[config.mk]
export PLATFORM = sky130hd
export DESIGN_NAME = norm_shift
export DESIGN_NICKNAME = d
export VERILOG_FILES = /design/src/rtl/norm_shift.sv
export SDC_FILE = /design/constraint.sdc
export NUM_CORES = 1
export LEC_CHECK = 0
export CAP_MARGIN = 20
export CELL_PAD_IN_SITES_DETAIL_PLACEMENT = 1
export CELL_PAD_IN_SITES_GLOBAL_PLACEMENT = 1
export CORE_MARGIN = 2
export CORE_UTILIZATION = 39
export CTS_CLUSTER_DIAMETER = 80
export DETAILED_ROUTE_END_ITERATION = 16
export PLACE_DENSITY_LB_ADDON = 0.1
export SETUP_SLACK_MARGIN = 0.2
export SLEW_MARGIN = 25
export SYNTH_ARGS = -nofsm -noshare
export SYNTH_HDL_FRONTEND = slang
export SYNTH_SLANG_ARGS = --single-unit
[constraint.sdc]
create_clock -name clk -period 4.25 [get_ports clk]
set_input_delay 0.6375 -clock clk [delete_from_list [all_inputs] [get_ports clk]]
set_output_delay 0.6375 -clock clk [all_outputs]
set_load 0.1 [all_outputs]
[src/rtl/norm_shift.sv]
`default_nettype none
// ============================================================================
//  Module   : norm_shift
//  Purpose  : Iterative 32-bit normalizer. Accepts an operand on a start
//             pulse and shifts it left one bit per clock until it is
//             normalized, reporting the applied shift count. Logical mode
//             removes leading zeros; signed mode removes redundant sign bits.
//             The count is capped at 31, so a zero operand ends with sa = 31.
//  Ports    : clk    - system clock, rising-edge active
//             clrn   - asynchronous active-low reset
//             start  - request pulse, honoured only in IDLE or DONE
//             d      - 32-bit operand, captured on the accepting edge
//             arith  - 0 = logical normalize, 1 = signed normalize
//             busy   - high while shifting
//             done   - one-cycle result-valid pulse
//             q      - normalized value (d << sa)
//             sa     - left-shift count applied to d
//             zero   - captured operand was zero
//  Revision : 1.0  initial release
// ============================================================================
module norm_shift (
   input  logic        clk,
   input  logic        clrn,
   input  logic        start,
   input  logic [31:0] d,
   input  logic        arith,
   output logic        busy,
   output logic        done,
   output logic [31:0] q,
   output logic [4:0]  sa,
   output logic        zero
);

   typedef enum logic [1:0] {
      IDLE  = 2'd0,
      SHIFT = 2'd1,
      DONE  = 2'd2
   } state_t;

   state_t      state;
   state_t      state_nx;
   logic [31:0] q_nx;
   logic [4:0]  sa_nx;
   logic        zero_nx;
   logic        mode;      // latched arith for the operation in flight
   logic        mode_nx;
   logic        norm_ok;

   // Signed mode is normalized once the top two bits differ; logical mode
   // once the top bit is set.
   assign norm_ok = mode ? (q[31] ^ q[30]) : q[31];

   always_ff @(posedge clk or negedge clrn) begin
      if (!clrn) begin
         state <= IDLE;
         q     <= 32'd0;
         sa    <= 5'd0;
         zero  <= 1'b0;
         mode  <= 1'b0;
      end else begin
         state <= state_nx;
         q     <= q_nx;
         sa    <= sa_nx;
         zero  <= zero_nx;
         mode  <= mode_nx;
      end
   end

   always_comb begin
      state_nx = state;
      q_nx     = q;
      sa_nx    = sa;
      zero_nx  = zero;
      mode_nx  = mode;
      case (state)
         IDLE, DONE: begin
            if (start) begin
               state_nx = SHIFT;
               q_nx     = d;
               sa_nx    = 5'd0;
               zero_nx  = (d == 32'd0);
               mode_nx  = arith;
            end else begin
               state_nx = IDLE;
            end
         end
         SHIFT: begin
            // The sa == 31 cap guarantees termination for a zero operand
            // and for an all-ones operand in signed mode.
            if (norm_ok || (sa == 5'd31)) begin
               state_nx = DONE;
            end else begin
               q_nx  = {q[30:0], 1'b0};
               sa_nx = sa + 5'd1;
            end
         end
         default: state_nx = IDLE;
      endcase
   end

   assign busy = (state == SHIFT);
   assign done = (state == DONE);

endmodule
`default_nettype wire

==> metrics.log <==
INFO  metric globalRoute.totalOverflow = 0
INFO  metric synth_top_family_by_area = multiplexers
INFO  metric cts-buffers-inserted = 5
INFO  metric average_wire_per_cell_in_the_routed_design = approximately 18 um
INFO  metric antenna_left = 0
INFO  metric synthesis.nets = 192
INFO  metric inserted_diodes = 0
INFO  metric netlist-cell-type-count = 29
INFO  metric drc_errors = 0
INFO  metric xor_xnor_cell_area_share_of_the_yosys_netlist = 0
INFO  metric drt-vias-per-instance = ~5.1
INFO  metric grt_pass1_vias = about 1800
INFO  metric clock.fmax = roughly 370 MHz
INFO  metric arrival = between 2 and 2.5 ns
INFO  metric most_common_library_cell_in_the_layout_ignoring_fill_and_taps = sky130_fd_sc_hd__clkdlybuf4s50_1
INFO  metric ys_async_sr_fraction = 1.00
INFO  metric worstSetupPathType = register to output port
INFO  metric crit_required = around 3.6 ns
INFO  metric tns = 0 ns
INFO  metric grt_max_degree = 42
INFO  metric max-clock-path-buffers = 2
INFO  metric cts.sinks = 41
INFO  metric syn_area_per_cell = around 15 sq um
INFO  metric setup-violations-final = 0
INFO  metric dieArea = around 6300 sq um
INFO  metric synthAdderAreaFrac = 0.0112
INFO  metric cts-root-buf = sky130_fd_sc_hd__clkbuf_8
INFO  metric totalWireLength = about 5500 um
INFO  metric die_h = ~80 um
INFO  metric drt_pre_antenna_iters = 2
INFO  metric layout.cells.most_common_list = 73 x sky130_fd_sc_hd__clkdlybuf4s50_1, 41 x sky130_fd_sc_hd__dfrtp_1, 36 x sky130_fd_sc_hd__mux2_2
INFO  metric compound_gate_fraction_of_synth_area = 0.0258
INFO  metric die_x = 79.7 um
INFO  metric ys_seq_area_frac = 0.459
INFO  metric cp_max_delay_cell = sky130_fd_sc_hd__clkdlybuf4s50_1
INFO  metric gr-usage-all-layers = 0.192
INFO  metric cts_tree = built
INFO  metric coreArea = around 5500 sq um
INFO  metric critical_path.cell_chain = and2b_2, clkdlybuf4s50_1
INFO  metric crit_path_end_kind = output port
INFO  metric synth-edff-count = 0
INFO  metric worst_pin_slew = 0.989 ns
INFO  metric routed-via-count = around 1600
INFO  metric cts-resized-gates = 0
INFO  metric slew_violations = 0
INFO  metric reg2regPathDepth = 7
INFO  metric synth-seq-cells = around 40
INFO  metric detail_route.iter0.violations = 23
INFO  metric clk_transition_reported_paths = roughly 0.080 ns
INFO  metric numPortBuffers = 75
INFO  metric postCtsSetupRepairBufs = 0
INFO  metric filler_cell_count = about 550
INFO  metric worst_r2r_src = sa[0]
INFO  metric fin_skew = between 0.005 and 0.006 ns
INFO  metric initial_core_util = 0.406
INFO  metric drv_cap = 0
INFO  metric path_max_fanout = 5
INFO  metric final.min_clock_period = 2.68 ns
INFO  metric crit_start = state[0]
INFO  metric worst_path_max_stage_delay = ~1.1 ns
INFO  metric synth.cell_area = between 2000 and 2500 sq um
INFO  metric muxShareOfSynthArea = 0.383
INFO  metric final_hold_viol_count = 0
INFO  metric place_hpwl = approximately 4000 um
INFO  metric clk_latency = just under 0.3 ns
INFO  metric rsz_0062_raised_after_global_routing = false
INFO  metric period_share = 0.630
INFO  metric worst_hold_path_type = input pin to asynchronous set/reset pin
INFO  metric outcome = finished, final reports clean
INFO  metric yosys_warnings = 0
INFO  metric global_placer_s_final_weighted_congestion = between 0.8 and 0.9
INFO  metric first_pass_grt_wire_length = around 9400 um
INFO  metric initial_antenna_violation_count = 0
INFO  metric critical_path.startpoint_type = register
INFO  metric htree_num_levels = 2
INFO  metric layout.nets = between 200 and 300
INFO  metric post_route_cells_drive_above_1_share = 0.333
INFO  metric num_rows = 27
INFO  metric boundaryPins = 76
INFO  metric synth_simple_gate_area_frac = 0.0796
INFO  metric synthToLayoutAreaGrowth = 37.6%
INFO  metric synthesis.instances = around 150
INFO  metric slew_headroom = 0.338
INFO  metric synth_ff_type = sky130_fd_sc_hd__dfrtp_1
INFO  metric hold_buffers = 0
==> synthesized netlist by cell type (2+ instances only) <==
library cell / n / area share
sky130_fd_sc_hd__mux2_2: 36 / 0.18
sky130_fd_sc_hd__dfrtp_1: 41 / 0.46
sky130_fd_sc_hd__buf_2: 3 / 0.0067
sky130_fd_sc_hd__mux2_4: 28 / 0.19
sky130_fd_sc_hd__nand3b_1: 2 / 0.0067
sky130_fd_sc_hd__nor4_1: 9 / 0.025
sky130_fd_sc_hd__buf_12: 3 / 0.027
sky130_fd_sc_hd__ha_1: 2 / 0.011
sky130_fd_sc_hd__mux2i_1: 3 / 0.013
sky130_fd_sc_hd__nand4_1: 2 / 0.0056
sky130_fd_sc_hd__and2b_2: 2 / 0.0078
sky130_fd_sc_hd__nand2_1: 6 / 0.010
==> critical path: cells and delay by family (launching register included) <==
family	cells	cell delay, ns
buffers and inverters	1	1.13
and+or+nand+nor	1	0.21
DFF	1	0.41
==> worst paths after layout <==
| check | end | slack [ns] |
|---|---|---|
| min reg2reg | sa[3] | 0.51 |
| min in group clk | sa[3] | 0.51 |
| max in group asynchronous | zero | 3.57 |
| max reg2reg | q[3] | 1.67 |
| max | done | 1.57 |
| min | q[28] | 0.33 |
==> flip-flops by register name, indices dropped and copies added (netlist names) <==
| name | count |
|---|---|
| mode | 1 |
| q | 32 |
| sa | 5 |
| state | 2 |
| zero | 1 |
==> cell families (layout without fill, tap and decap cells) <==
logic type,Yosys count,after routing
multiplexers,67,67
AO/OA/AOI/OAI,6,6
flip-flops,41,41
buffers and inverters,9,86
AND/OR/NAND/NOR,29,29
adder cells (fa/ha/maj),2,2
==> metrics by stage <==
step,setup slack [ns],utilization,hold WS [ns],instance area [sq um],instances
3_3_place_gp,1.76,0.543,0.492,2990,295
5_1_grt,1.51,0.558,0.361,3070,303
3_5_place_dp,1.66,0.543,0.505,2990,295
2_1_floorplan,1.42,-,0.342,2230,154
6_report,1.57,0.558,0.326,3070,303
4_1_cts,1.56,0.558,0.516,3070,303
==> per-layer routing <==
metal	wire length (um)	GRT usage	up-vias
met4	53	0.0466	0
met3	336	0.0532	5
li1	-	-	720
met5	0	0	-
met1	2470	0.252	786
met2	2660	0.315	47
==> layout make-up <==
| type | instances | area (sq um) | share of cell area |
|---|---|---|---|
| multi-input combinational | 104 | 1120 | 0.363 |
| sequential | 41 | 1030 | 0.334 |
| timing repair buffer | 75 | 746 | 0.243 |
| tap | 72 | 90.1 | 0.0293 |
| clock buffer | 8 | 80.1 | 0.0260 |
| inverter | 3 | 16.3 | 0.00529 |
Power is not shown: default switching activity piles up to over one toggle a cycle in this logic, so the estimate is an artifact.
